[config.mk]
export PLATFORM = sky130hd
export DESIGN_NAME = weight_loader_param
export DESIGN_NICKNAME = d
export VERILOG_FILES = /design/src/rtl/weight_loader_param.sv
export SDC_FILE = /design/constraint.sdc
export NUM_CORES = 1
export LEC_CHECK = 0
export CORE_MARGIN = 2
export CORE_UTILIZATION = 35
export DETAILED_ROUTE_END_ITERATION = 8
export SLEW_MARGIN = 20
export SYNTH_ARGS = -nofsm -noshare
export SYNTH_HDL_FRONTEND = slang
export SYNTH_SLANG_ARGS = --single-unit
[constraint.sdc]
create_clock -name clk -period 1.6 [get_ports clk]
set_input_delay 0.32 -clock clk [delete_from_list [all_inputs] [get_ports clk]]
set_output_delay 0.32 -clock clk [all_outputs]
set_load 0.01 [all_outputs]
[src/rtl/weight_loader_param.sv]
// Sequential weight loader: streams TOTAL_WEIGHTS words from memory into a shadow buffer, then publishes them atomically.
// Optional feature macro: WEIGHT_LOADER_CHECKSUM_EN adds a 16-bit checksum output of the published weights.
module weight_loader_param #(
  parameter int IN_SIZE    = 3,
  parameter int OUT_SIZE   = 2,
  parameter int W          = 8,
  parameter int ADDR_WIDTH = 18,
  parameter int RD_LATENCY = 1,
  localparam int TOTAL_WEIGHTS = IN_SIZE * OUT_SIZE
) (
  input  logic                       clk,
  input  logic                       rst_n,
  input  logic                       start,
  input  logic [ADDR_WIDTH-1:0]      base_addr,
  output logic                       mem_en,
  output logic [ADDR_WIDTH-1:0]      mem_addr,
  input  logic [W-1:0]               mem_rdata,
  output logic [TOTAL_WEIGHTS*W-1:0] data_out,
  output logic                       busy,
  output logic                       done
`ifdef WEIGHT_LOADER_CHECKSUM_EN
  ,
  output logic [15:0]                checksum
`endif
);

  localparam int CW = $clog2(TOTAL_WEIGHTS + 1);

  typedef enum logic [1:0] {IDLE, FETCH, DRAIN, DONE} state_t;

  state_t              state, state_next;
  logic [CW-1:0]       issue_cnt, recv_cnt;
  logic [RD_LATENCY-1:0] valid_pipe;
  logic [W-1:0]        shadow [TOTAL_WEIGHTS];
  logic                last_issue, load_out;

  assign last_issue = (issue_cnt == CW'(TOTAL_WEIGHTS - 1));

  always_ff @(posedge clk or negedge rst_n) begin
    if (!rst_n) state <= IDLE;
    else        state <= state_next;
  end

  // The output register is loaded on the edge that enters DONE, so the new vector is visible together with done.
  always_comb begin
    state_next = state;
    mem_en     = 1'b0;
    busy       = 1'b1;
    done       = 1'b0;
    load_out   = 1'b0;
    case (state)
      IDLE: begin
        busy = 1'b0;
        if (start) state_next = FETCH;
      end
      FETCH: begin
        mem_en = 1'b1;
        if (last_issue) state_next = DRAIN;
      end
      DRAIN: begin
        if (recv_cnt == CW'(TOTAL_WEIGHTS)) begin
          state_next = DONE;
          load_out   = 1'b1;
        end
      end
      DONE: begin
        done       = 1'b1;
        state_next = IDLE;
      end
      default: state_next = IDLE;
    endcase
  end

  always_ff @(posedge clk or negedge rst_n) begin
    if (!rst_n) begin
      issue_cnt  <= '0;
      recv_cnt   <= '0;
      valid_pipe <= '0;
      mem_addr   <= '0;
      data_out   <= '0;
      for (int k = 0; k < TOTAL_WEIGHTS; k++) shadow[k] <= '0;
    end else begin
      valid_pipe <= (valid_pipe << 1) | RD_LATENCY'(mem_en);
      if (state == IDLE && start) begin
        mem_addr  <= base_addr;
        issue_cnt <= '0;
        recv_cnt  <= '0;
      end
      // Address stops on the last issued word so it holds that value outside FETCH.
      if (mem_en) begin
        issue_cnt <= issue_cnt + CW'(1);
        if (!last_issue) mem_addr <= mem_addr + ADDR_WIDTH'(1);
      end
      if (valid_pipe[RD_LATENCY-1]) begin
        for (int k = 0; k < TOTAL_WEIGHTS; k++)
          if (recv_cnt == CW'(k)) shadow[k] <= mem_rdata;
        recv_cnt <= recv_cnt + CW'(1);
      end
      if (load_out)
        for (int k = 0; k < TOTAL_WEIGHTS; k++) data_out[k*W +: W] <= shadow[k];
    end
  end

`ifdef WEIGHT_LOADER_CHECKSUM_EN
  logic [15:0] shadow_sum;

  always_comb begin
    shadow_sum = '0;
    for (int k = 0; k < TOTAL_WEIGHTS; k++) shadow_sum = shadow_sum + 16'(shadow[k]);
  end

  always_ff @(posedge clk or negedge rst_n) begin
    if (!rst_n)        checksum <= '0;
    else if (load_out) checksum <= shadow_sum;
  end
`endif

endmodule
==> impl_metrics.toml <==
[route]
routed_wl_mm = 13.0
detail-route-antenna-nets = 0
vias_per_cell = 5.04
vias = 3708
dr.pass1.iters = 4
drt_iter0_drc = 191
wl_per_cell_um = 17.7
drc_errors = 0

[timing]
finalHoldViolations = 0
drv_slew = 0
finalWorstSetupSlack_ns = -0.121
finalSetupViolations = 18
tightest_slew_ns = 0.445
fin_skew_ns = 0.0153
setup-tns-final_ns = -1.28
rsz0062_at_grt = "yes"
finalCriticalPeriod_ns = 1.72
fin_crit_sh_pct = 108
max_freq_ghz = 0.581
slew_headroom_pct = 70.3

[cells_and_area]
area_growth_pct = 49.0
finalNetCount = 582
fin_util_pct = 53.2
layout-drive-gt1-share_pct = 42.3
antenna_cells = 0

[global_routing]
grt.total_usage_pct = 16.9
grt.overflow.total = 0
grt_max_degree = 38
first_global_vias = 3783
grt_pass1_wl_mm = 20.7
antenna_found_initial = 0

[synthesis]
syn_inst = 375
synth_seq_area_share_pct = 59.5
yosysTopAreaCellShare_pct = 59.5
netlist_top_cells_count = "dfrtp_1, mux2_2, nand2_1"
syn_area_um2 = 5170
syn_area_per_cell_um2 = 13.8
yosys_warnings = 0
synth_most_common_cell = "dfrtp_1"
yosys.area.top_type = "dfrtp_1"
synth_edf_count = 0
yosys-top-cells-area = "dfrtp_1, mux2_2, ha_1, nand2_1, nand3_1"
synthDistinctLibCells = 44
synthArstFlopShare_pct = 100
synthFlopType = "dfrtp_1"
syn-num-nets = 416
ys_ff_latch = 123

[clock_tree]
cts_root_buf = "clkbuf_16"
cts_tree = "done"
clk_pin_slew_worst_paths_ns = 0.05
cts_inserted_buffers = 17
htree_levels = 4
cts_sinks = 123
clock_tree.buffer_depth = 2
clk-insertion-delay-late_ns = 0.42

[critical_path]
path_max_fanout = 5
startpoint_type = "flip-flop"
cp-end-kind = "flip-flop"
critPathKind = "reg2reg"
crit_required_ns = 1.92
crit_arrival_ns = 2.04

[power]
p_per_area_nw_per_um2 = 2070
peakVddDrop_mv = 0.973
leakagePower_uw = 0.00367

[place]
portBuffers = 97
dp.final_hpwl_mm = 8.57
gp_congestion = 0.836

[floorplanning]
rows = 44
io_pins = 98
fp.coreArea_um2 = 14500
die_h_um = 126
initial_core_util_pct = 35.7
die_x_um = 126
die_area_um2 = 15800

[min_path]
holdCritPathClass = "in2async"

[job]
drv_cap = 0

[run_status]
violations = "setup timing"
status = "complete, but fails checks"
[through the flow]
| stage | instances | worst slack (ns) | hold slack (ns) | area, um^2 | total power [uW] |
|---|---|---|---|---|---|
| after floorplan | 375 | 0.0109 | 0.0244 | 5210 | 8510 |
| final | 735 | -0.121 | 0.408 | 7700 | 15900 |
| after global placement | 688 | -0.109 | 0.289 | 6760 | 11400 |
| after detailed placement | 688 | -0.135 | 0.294 | 6760 | 11600 |
| after CTS | 730 | -0.136 | 0.407 | 7530 | 15800 |
| after global routing | 735 | -0.169 | 0.457 | 7700 | 16900 |
[cells by family (layout without fill, tap and decap cells)]
family	Yosys count	in the layout	share of synthesized area (%)
AO/OA/AOI/OAI	45	45	6.44
XOR/XNOR	1	1	0.169
adder cells (fa/ha/maj)	12	12	2.90
buffers and inverters	22	198	2.10
flip-flops	123	123	59.5
multiplexers	100	100	21.7
AND/OR/NAND/NOR	72	72	7.19
[critical path: stages, from the launching register on]
cell      delay [ns]
dfrtp_1         0.40
inv_2           0.10
ha_4            0.16
a21boi_4        0.28
buf_16          0.16
nand2_2         0.05
o31a_1          0.27
a311oi_1        0.22
[flip-flops by register name, indices dropped and copies added (netlist names)]
signal      cells
mem_addr       18
shadow         48
state           2
issue_cnt       3
valid_pipe      1
recv_cnt        3
data_out       48
[routing by layer]
metal	share of wire (%)	wire length, um	global-route usage [%]
met1	46	6030	22.6
met2	47	6120	26.2
met3	4.8	617	4.41
met5	0	0	0
met4	1.7	215	7.32
[power breakdown]
part / switching (uW) / internal, uW
logic: 2650 / 3550
registers: 955 / 4660
clock network: 1320 / 2810
total: 4920 / 11000
[worst paths after layout]
| kind | to | from | cells past startpoint | slack, ns |
|---|---|---|---|---|
| worst max-delay path | mem_addr[17]$_DFF_PN0_ | state[1]$_DFFE_PN0P_ | 7 | -0.12 |
| worst min-delay path | shadow[33]$_DFFE_PN0P_ | rst_n | 2 | 0.41 |
| worst max register to register | mem_addr[17]$_DFF_PN0_ | state[1]$_DFFE_PN0P_ | 7 | -0.12 |
| worst min register to register | data_out[40]$_DFFE_PN0P_ | data_out[40]$_DFFE_PN0P_ | 1 | 0.50 |
| max in group asynchronous | data_out[25]$_DFFE_PN0P_ | rst_n | 3 | 0.63 |
| min in group clk | mem_addr[16]$_DFF_PN0_ | base_addr[16] | 3 | 0.48 |
[what timing repair did]
action / 4_1_cts / 5_1_grt
gates cloned: 2 / 3
endpoints found under the hold margin: 26 / 0
gates resized for setup: 119 / 23
buffers inserted: 11 / 3
setup endpoints to repair: 84 / 78
hold buffers: 1 / 0
pin swaps: 10 / 10
[layout by cell type (no fill, tap or decap), drive strengths merged, types with 3 or more instances in the layout]
cell type,n
a21oi,7
and3,3
and4,3
buf,64
bufinv,5
clkbuf,22
clkdlybuf4s50,27
clkinv,4
dfrtp,123
dlygate4sd2,64
ha,12
inv,9
mux2,96
mux2i,4
nand2,23
nand3,16
nand4,3
nor2,11
nor3,5
o21ai,11
o221a,5
or3,4
[cell type report]
class | count | area (um^2)
clock buffers | 20 | 457
clock inverters | 9 | 170
fillers | 1236 | 6780
inverters | 9 | 36.3
multi-input cells | 230 | 2140
flip-flops and latches | 123 | 3090
well taps | 184 | 230
repair buffers | 160 | 1580
No activity file was read; power rests on OpenSTA's default activity.
